File: src/rtl/wshb_arbiter2_if.sv
`default_nettype none
// ============================================================================
// Module  : wshb_arbiter2_if
// Brief   : Bus bundle for the two-master / one-slave Wishbone arbiter.
// Revision: 1.0
// ============================================================================
interface wshb_arbiter2_if #(
    parameter int AW = 32,
    parameter int DW = 32
);
    logic [1:0]          m_cyc;
    logic [1:0]          m_stb;
    logic [1:0]          m_we;
    logic [2*AW-1:0]     m_adr;
    logic [2*DW-1:0]     m_dat_ms;
    logic [2*DW/8-1:0]   m_sel;
    logic [1:0]          m_ack;
    logic [1:0]          m_err;
    logic [DW-1:0]       m_dat_sm;

    logic                s_cyc;
    logic                s_stb;
    logic                s_we;
    logic [AW-1:0]       s_adr;
    logic [DW-1:0]       s_dat_ms;
    logic [DW/8-1:0]     s_sel;
    logic                s_ack;
    logic [DW-1:0]       s_dat_sm;

    // master: the arbiter, which owns the downstream slave port
    modport master (
        input  m_cyc, m_stb, m_we, m_adr, m_dat_ms, m_sel,
        output m_ack, m_err, m_dat_sm,
        output s_cyc, s_stb, s_we, s_adr, s_dat_ms, s_sel,
        input  s_ack, s_dat_sm
    );

    // slave: the surrounding masters and SDRAM port seen from outside
    modport slave (
        output m_cyc, m_stb, m_we, m_adr, m_dat_ms, m_sel,
        input  m_ack, m_err, m_dat_sm,
        input  s_cyc, s_stb, s_we, s_adr, s_dat_ms, s_sel,
        output s_ack, s_dat_sm
    );
endinterface
`default_nettype wire

File: src/rtl/wshb_arbiter2.sv
`default_nettype none
// ============================================================================
// Module  : wshb_arbiter2
// Brief   : Round-robin two-master Wishbone arbiter with per-grant watchdog.
// Revision: 1.0
// ============================================================================
module wshb_arbiter2 #(
    parameter int AW      = 32,
    parameter int DW      = 32,
    parameter int TIMEOUT = 1024
) (
    input  wire logic          pixel_clk,
    input  wire logic          pixel_rst,
    wshb_arbiter2_if.master    bus,
    output logic [1:0]         gnt
);
    localparam int SW = DW / 8;
    localparam int CW = (TIMEOUT > 0) ? $clog2(TIMEOUT + 1) : 1;

    typedef enum logic [1:0] {
        S_IDLE = 2'd0,
        S_GNT0 = 2'd1,
        S_GNT1 = 2'd2
    } state_t;

    state_t state_q, state_d;
    logic   last_q, last_d;

    always_ff @(posedge pixel_clk or posedge pixel_rst) begin
        if (pixel_rst) begin
            state_q <= S_IDLE;
            last_q  <= 1'b1;
        end else begin
            state_q <= state_d;
            last_q  <= last_d;
        end
    end

    // A tie in IDLE goes to the master that was not granted last
    always_comb begin
        state_d = state_q;
        last_d  = last_q;
        case (state_q)
            S_IDLE: begin
                if (bus.m_cyc[0] && (!bus.m_cyc[1] || last_q))
                    state_d = S_GNT0;
                else if (bus.m_cyc[1])
                    state_d = S_GNT1;
            end
            S_GNT0: begin
                if (!bus.m_cyc[0])
                    state_d = bus.m_cyc[1] ? S_GNT1 : S_IDLE;
            end
            S_GNT1: begin
                if (!bus.m_cyc[1])
                    state_d = bus.m_cyc[0] ? S_GNT0 : S_IDLE;
            end
            default: state_d = S_IDLE;
        endcase
        if (state_d == S_GNT0 && state_q != S_GNT0)
            last_d = 1'b0;
        else if (state_d == S_GNT1 && state_q != S_GNT1)
            last_d = 1'b1;
    end

    assign gnt = {state_q == S_GNT1, state_q == S_GNT0};

    always_comb begin
        bus.s_cyc    = 1'b0;
        bus.s_stb    = 1'b0;
        bus.s_we     = 1'b0;
        bus.s_adr    = '0;
        bus.s_dat_ms = '0;
        bus.s_sel    = '0;
        case (state_q)
            S_GNT0: begin
                bus.s_cyc    = bus.m_cyc[0];
                bus.s_stb    = bus.m_stb[0];
                bus.s_we     = bus.m_we[0];
                bus.s_adr    = bus.m_adr[0 +: AW];
                bus.s_dat_ms = bus.m_dat_ms[0 +: DW];
                bus.s_sel    = bus.m_sel[0 +: SW];
            end
            S_GNT1: begin
                bus.s_cyc    = bus.m_cyc[1];
                bus.s_stb    = bus.m_stb[1];
                bus.s_we     = bus.m_we[1];
                bus.s_adr    = bus.m_adr[AW +: AW];
                bus.s_dat_ms = bus.m_dat_ms[DW +: DW];
                bus.s_sel    = bus.m_sel[SW +: SW];
            end
            default: ;
        endcase
    end

    assign bus.m_ack    = {2{bus.s_ack}} & gnt & bus.m_stb;
    assign bus.m_dat_sm = bus.s_dat_sm;

    generate
        if (TIMEOUT > 0) begin : g_wdog
            logic [CW-1:0] cnt_q, cnt_d;
            logic          expire;

            // An ack in the expiring cycle suppresses the error
            always_comb begin
                expire = (state_q != S_IDLE) && bus.s_stb && !bus.s_ack &&
                         (cnt_q == CW'(TIMEOUT - 1));
                cnt_d  = '0;
                if ((state_q != S_IDLE) && (state_d == state_q) &&
                    bus.s_stb && !bus.s_ack && !expire)
                    cnt_d = cnt_q + 1'b1;
            end

            always_ff @(posedge pixel_clk or posedge pixel_rst) begin
                if (pixel_rst)
                    cnt_q <= '0;
                else
                    cnt_q <= cnt_d;
            end

            assign bus.m_err = expire ? gnt : 2'b00;
        end else begin : g_nowdog
            assign bus.m_err = 2'b00;
        end
    endgenerate
endmodule
`default_nettype wire
File: src/flat_wrapper.sv
// flat-port wrapper written by rule: the top's interface ports become plain ports
module wshb_arbiter2_flat 
#(
    parameter int AW      = 32,
    parameter int DW      = 32,
    parameter int TIMEOUT = 1024
)
  (pixel_clk, pixel_rst, gnt, bus_m_cyc, bus_m_stb, bus_m_we, bus_m_adr, bus_m_dat_ms, bus_m_sel, bus_m_ack, bus_m_err, bus_m_dat_sm, bus_s_cyc, bus_s_stb, bus_s_we, bus_s_adr, bus_s_dat_ms, bus_s_sel, bus_s_ack, bus_s_dat_sm);
  wshb_arbiter2_if #(.AW(AW), .DW(DW)) bus_i ();
  input  wire logic pixel_clk;
  input  wire logic pixel_rst;
  output logic [1:0] gnt;
  input wire logic [$bits(bus_i.m_cyc)-1:0] bus_m_cyc;
  input wire logic [$bits(bus_i.m_stb)-1:0] bus_m_stb;
  input wire logic [$bits(bus_i.m_we)-1:0] bus_m_we;
  input wire logic [$bits(bus_i.m_adr)-1:0] bus_m_adr;
  input wire logic [$bits(bus_i.m_dat_ms)-1:0] bus_m_dat_ms;
  input wire logic [$bits(bus_i.m_sel)-1:0] bus_m_sel;
  output wire logic [$bits(bus_i.m_ack)-1:0] bus_m_ack;
  output wire logic [$bits(bus_i.m_err)-1:0] bus_m_err;
  output wire logic [$bits(bus_i.m_dat_sm)-1:0] bus_m_dat_sm;
  output wire logic [$bits(bus_i.s_cyc)-1:0] bus_s_cyc;
  output wire logic [$bits(bus_i.s_stb)-1:0] bus_s_stb;
  output wire logic [$bits(bus_i.s_we)-1:0] bus_s_we;
  output wire logic [$bits(bus_i.s_adr)-1:0] bus_s_adr;
  output wire logic [$bits(bus_i.s_dat_ms)-1:0] bus_s_dat_ms;
  output wire logic [$bits(bus_i.s_sel)-1:0] bus_s_sel;
  input wire logic [$bits(bus_i.s_ack)-1:0] bus_s_ack;
  input wire logic [$bits(bus_i.s_dat_sm)-1:0] bus_s_dat_sm;
  assign bus_i.m_cyc = bus_m_cyc;
  assign bus_i.m_stb = bus_m_stb;
  assign bus_i.m_we = bus_m_we;
  assign bus_i.m_adr = bus_m_adr;
  assign bus_i.m_dat_ms = bus_m_dat_ms;
  assign bus_i.m_sel = bus_m_sel;
  assign bus_m_ack = bus_i.m_ack;
  assign bus_m_err = bus_i.m_err;
  assign bus_m_dat_sm = bus_i.m_dat_sm;
  assign bus_s_cyc = bus_i.s_cyc;
  assign bus_s_stb = bus_i.s_stb;
  assign bus_s_we = bus_i.s_we;
  assign bus_s_adr = bus_i.s_adr;
  assign bus_s_dat_ms = bus_i.s_dat_ms;
  assign bus_s_sel = bus_i.s_sel;
  assign bus_i.s_ack = bus_s_ack;
  assign bus_i.s_dat_sm = bus_s_dat_sm;
  wshb_arbiter2 #(.AW(AW), .DW(DW), .TIMEOUT(TIMEOUT)) u_core (.pixel_clk(pixel_clk), .pixel_rst(pixel_rst), .bus(bus_i), .gnt(gnt));
endmodule
File: config.mk
export PLATFORM = sky130hd
export DESIGN_NAME = wshb_arbiter2_flat
export DESIGN_NICKNAME = d
export VERILOG_FILES = /design/src/rtl/wshb_arbiter2_if.sv /design/src/rtl/wshb_arbiter2.sv /design/src/flat_wrapper.sv
export SDC_FILE = /design/constraint.sdc
export NUM_CORES = 1
export LEC_CHECK = 0
export CORE_AREA = 5 5 108 110
export DETAILED_ROUTE_END_ITERATION = 12
export DIE_AREA = 0 0 113 115
export PLACE_DENSITY = 0.7
export SLEW_MARGIN = 15
export SYNTH_ARGS = -nofsm -noshare
export SYNTH_HDL_FRONTEND = slang
export SYNTH_SLANG_ARGS = --single-unit
File: constraint.sdc
create_clock -name pixel_clk -period 2.9 [get_ports pixel_clk]
set_input_delay 0.435 -clock pixel_clk [delete_from_list [all_inputs] [get_ports pixel_clk]]
set_output_delay 0.435 -clock pixel_clk [all_outputs]
set_load 0.1 [all_outputs]
==> summary.md <==
| Metric | Value |
|---|---|
| Maximum Capacitance Violations | 0 |
| CTS Buffer Depth | 2 |
| Most used DFF post-synth | dfrtp_1 |
| I/O Buffers | roughly 220 |
| Placed insts | 598 |
| Core Rows | 38 |
| Post-Syn Nets | around 470 |
| Clock Skew | 0.00316 ns |
| First-pass GRT wire length | 16.4 mm |
| Post-Route WL | approximately 11 mm |
| Cell family with most CP delay | simple AND/OR/NAND/NOR gates |
| Wire per inst | 18.6 um |
| Root buf cell | clkbuf_8 |
| Router iterations before antenna repair | 4 |
| Worst setup SP type | flip-flop |
| Maximum vdd drop | a little under 0.8 mV |
| R2r setup slk | between 0.4 and 0.5 ns |
| Multi-input gate area | slightly above 2000 sq um |
| GR Overflow Total | 0 |
| Post-CTS Hold Buffers | 0 |
| Detailed Place HPWL | between 9 and 10 mm |
| Crit-path cells | inv_1 -> ha_2 -> or4b_4 -> nor3b_2 -> and2_2 -> buf_12 |
| Post-CTS Setup Bufs | 0 |
| Placed Area | 5620 sq um |
| Clk_lat worst skew | around 0.25 ns |
| Post-synth ARST share | between 90% and 100% |
| Most frequent cells in the layout | clkdlybuf4s50_1 (144), buf_12 (78), a22oi_1 (71) |
| Critical setup path kind | flip-flop to output port |
| Fin. max-slew vios | 0 |
| Finish-stage setup viols | 0 |
| CP peak stage delay | ~0.50 ns |
| Vias after detailed routing | roughly 2800 |
| GRT Total Usage | ~16% |
| Mapped Cells | just under 300 |
| Largest net degree at the start of global routing | slightly below 80 |
| TritonCTS buffer count | 3 |
| Syn Std Cell Area | 2230 sq um |
| Post-synth EDFFs | 0 |
| Critical-path top delay cell | dfrtp_1 |
| Critical Path End Type | output port |
| Minimum clock period | 2.82 ns |
| Reg clk slew, reported paths | ~0.060 ns |
| Die Span X | approximately 110 um |
| Antenna Nets Post-Route | 0 |
| Total area of sequential cells | 353 sq um |
| Filler Cells Inserted | between 800 and 900 |
| Avg Cell Area, Syn | 7.68 sq um |
| Finished Cell Area | roughly 5700 sq um |
| Outcome | completed |
| Diodes inserted | 0 |
| Rel. slew slack | 63.2% |
| Initial antenna violation count | 0 |
| P&R area growth vs syn | 155% |
| Sequential area share after synthesis | 15.7% |
| Yosys reg bits | 14 |
| Worst-path fanout max | 8 |
| Synth Warn # | 0 |
| Initial DRC count | 211 |
| Max Freq | between 300 and 400 MHz |
| Setup TNS | 0 ns |
| Commonest non-fill, non-tap cell in the layout | clkdlybuf4s50_1 |
| Num ports | approximately 290 |
| DRC | 0 |
| Number of global-route vias before repair | roughly 3100 |
| Starting density of the core | a little over a fifth |
| Final hold violation count | 0 |
| TritonCTS clock tree | built |
| Die Y | approximately 120 um |
| Cell Pwr Density | ~1300 nW/um^2 |
| Critical Path AT | ~2.4 ns |
| Share of cells above drive strength 1 | between 30% and 40% |
| Tightest Hold Check Type | flip-flop to flip-flop |
| Clock Sinks | 14 |
| Htree depth | 1 |
| Unrepaired setup endpoints after global routing | no |
| Non-filler cells, final | 602 |
| Placer congestion estimate | ~0.8 |
| Worst Path Required | around 2.5 ns |
| Slew @ Worst Pin | around 0.55 ns |
| Cell variety after synth | 36 |
| Core Region | 10600 sq um |
| CP bufs+invs | 2 |
| Period utilisation layout | ~100% |
| Die ar. | 13000 sq um |
| Final nets | around 650 |
| Leakage | roughly 2.1 nW |
| DR vias/cell | 4.71 |
[timing repair]
action	in CTS	in global routing
pin swaps	0	0
setup endpoints to repair	2	72
gates resized for setup	1	2
[cells by family (layout without fill, tap and decap cells)]
logic type | count (synthesis) | after routing | share of synthesized area, %
AOI/OAI and AO/OA | 84 | 84 | 27.7
muxes | 1 | 1 | 0.448
buffers and inverters | 64 | 235 | 16.6
and+or+nand+nor | 113 | 113 | 32.6
adders and majority gates | 6 | 6 | 3.36
xor gates and xnor gates | 9 | 9 | 3.53
DFF | 14 | 14 | 15.7
[final timing paths]
check,from,end,cells past startpoint
worst max register to register,u_core.state_q[0],u_core.g_wdog.cnt_q[10],9
max in group asynchronous,pixel_rst,u_core.state_q[1],2
min in group asynchronous,pixel_rst,u_core.g_wdog.cnt_q[5],2
worst min-delay path,u_core.g_wdog.cnt_q[0],u_core.g_wdog.cnt_q[0],1
worst max-delay path,u_core.state_q[0],bus_m_err[1],6
worst min register to register,u_core.g_wdog.cnt_q[0],u_core.g_wdog.cnt_q[0],1
[final cells by class]
| class | count | area share, % |
|---|---|---|
| multi-input combinational | 213 | 36.0 |
| tap | 140 | 3.08 |
| sequential | 14 | 6.20 |
| clock buffer | 4 | 0.968 |
| timing repair buffer | 226 | 53.4 |
| inverter | 5 | 0.330 |
[through the flow]
stage	utilization [%]	hold slack [ns]	total power (W)	setup slack, ns
floorplan	-	0.324	0.00532	0.117
global placement	53.0	0.468	0.00733	0.271
detailed placement	53.0	0.477	0.00740	0.161
CTS	53.6	0.490	0.00760	0.0328
global route	53.6	0.501	0.00780	0.0121
finish	53.6	0.487	0.00754	0.0763
[synth_stat cells, types with 2 or more instances]
master | n | area [sq um]
inv_1 | 5 | 18.8
xor2_1 | 4 | 35.0
nand3_1 | 4 | 20.0
nor2b_1 | 71 | 444
nor3_1 | 4 | 20.0
xnor2_1 | 5 | 43.8
nand2_1 | 4 | 15.0
nand4_1 | 2 | 12.5
and3_1 | 3 | 18.8
and2_1 | 2 | 12.5
a22oi_1 | 71 | 533
nor3_2 | 10 | 100
a21oi_1 | 3 | 15.0
clkbuf_1 | 23 | 86.3
buf_2 | 2 | 10.0
nand3b_1 | 2 | 15.0
dfrtp_1 | 13 | 325
a31oi_1 | 3 | 18.8
nor2_1 | 4 | 15.0
ha_1 | 6 | 75.1
buf_4 | 32 | 240
o21ai_0 | 3 | 15.0
nand2b_1 | 2 | 12.5
[layer usage]
metal,routed length (um),track usage (%)
met1,3870,16.7
met2,6280,31.0
met3,745,4.32
met4,273,3.29
met5,0,0
[power by group]
group	switching (W)	internal (W)	total, W
Combinational	0.00430	0.00279	0.00709
Clock	0.0000726	0.000120	0.000193
Sequential	0.0000369	0.000224	0.000261
[sequential cells by signal, summed over array words and instances (netlist names)]
register	flops
u_core.g_wdog.cnt_q	11
u_core.last_q	1
u_core.state_q	2
(Power assumes the default switching activity.)
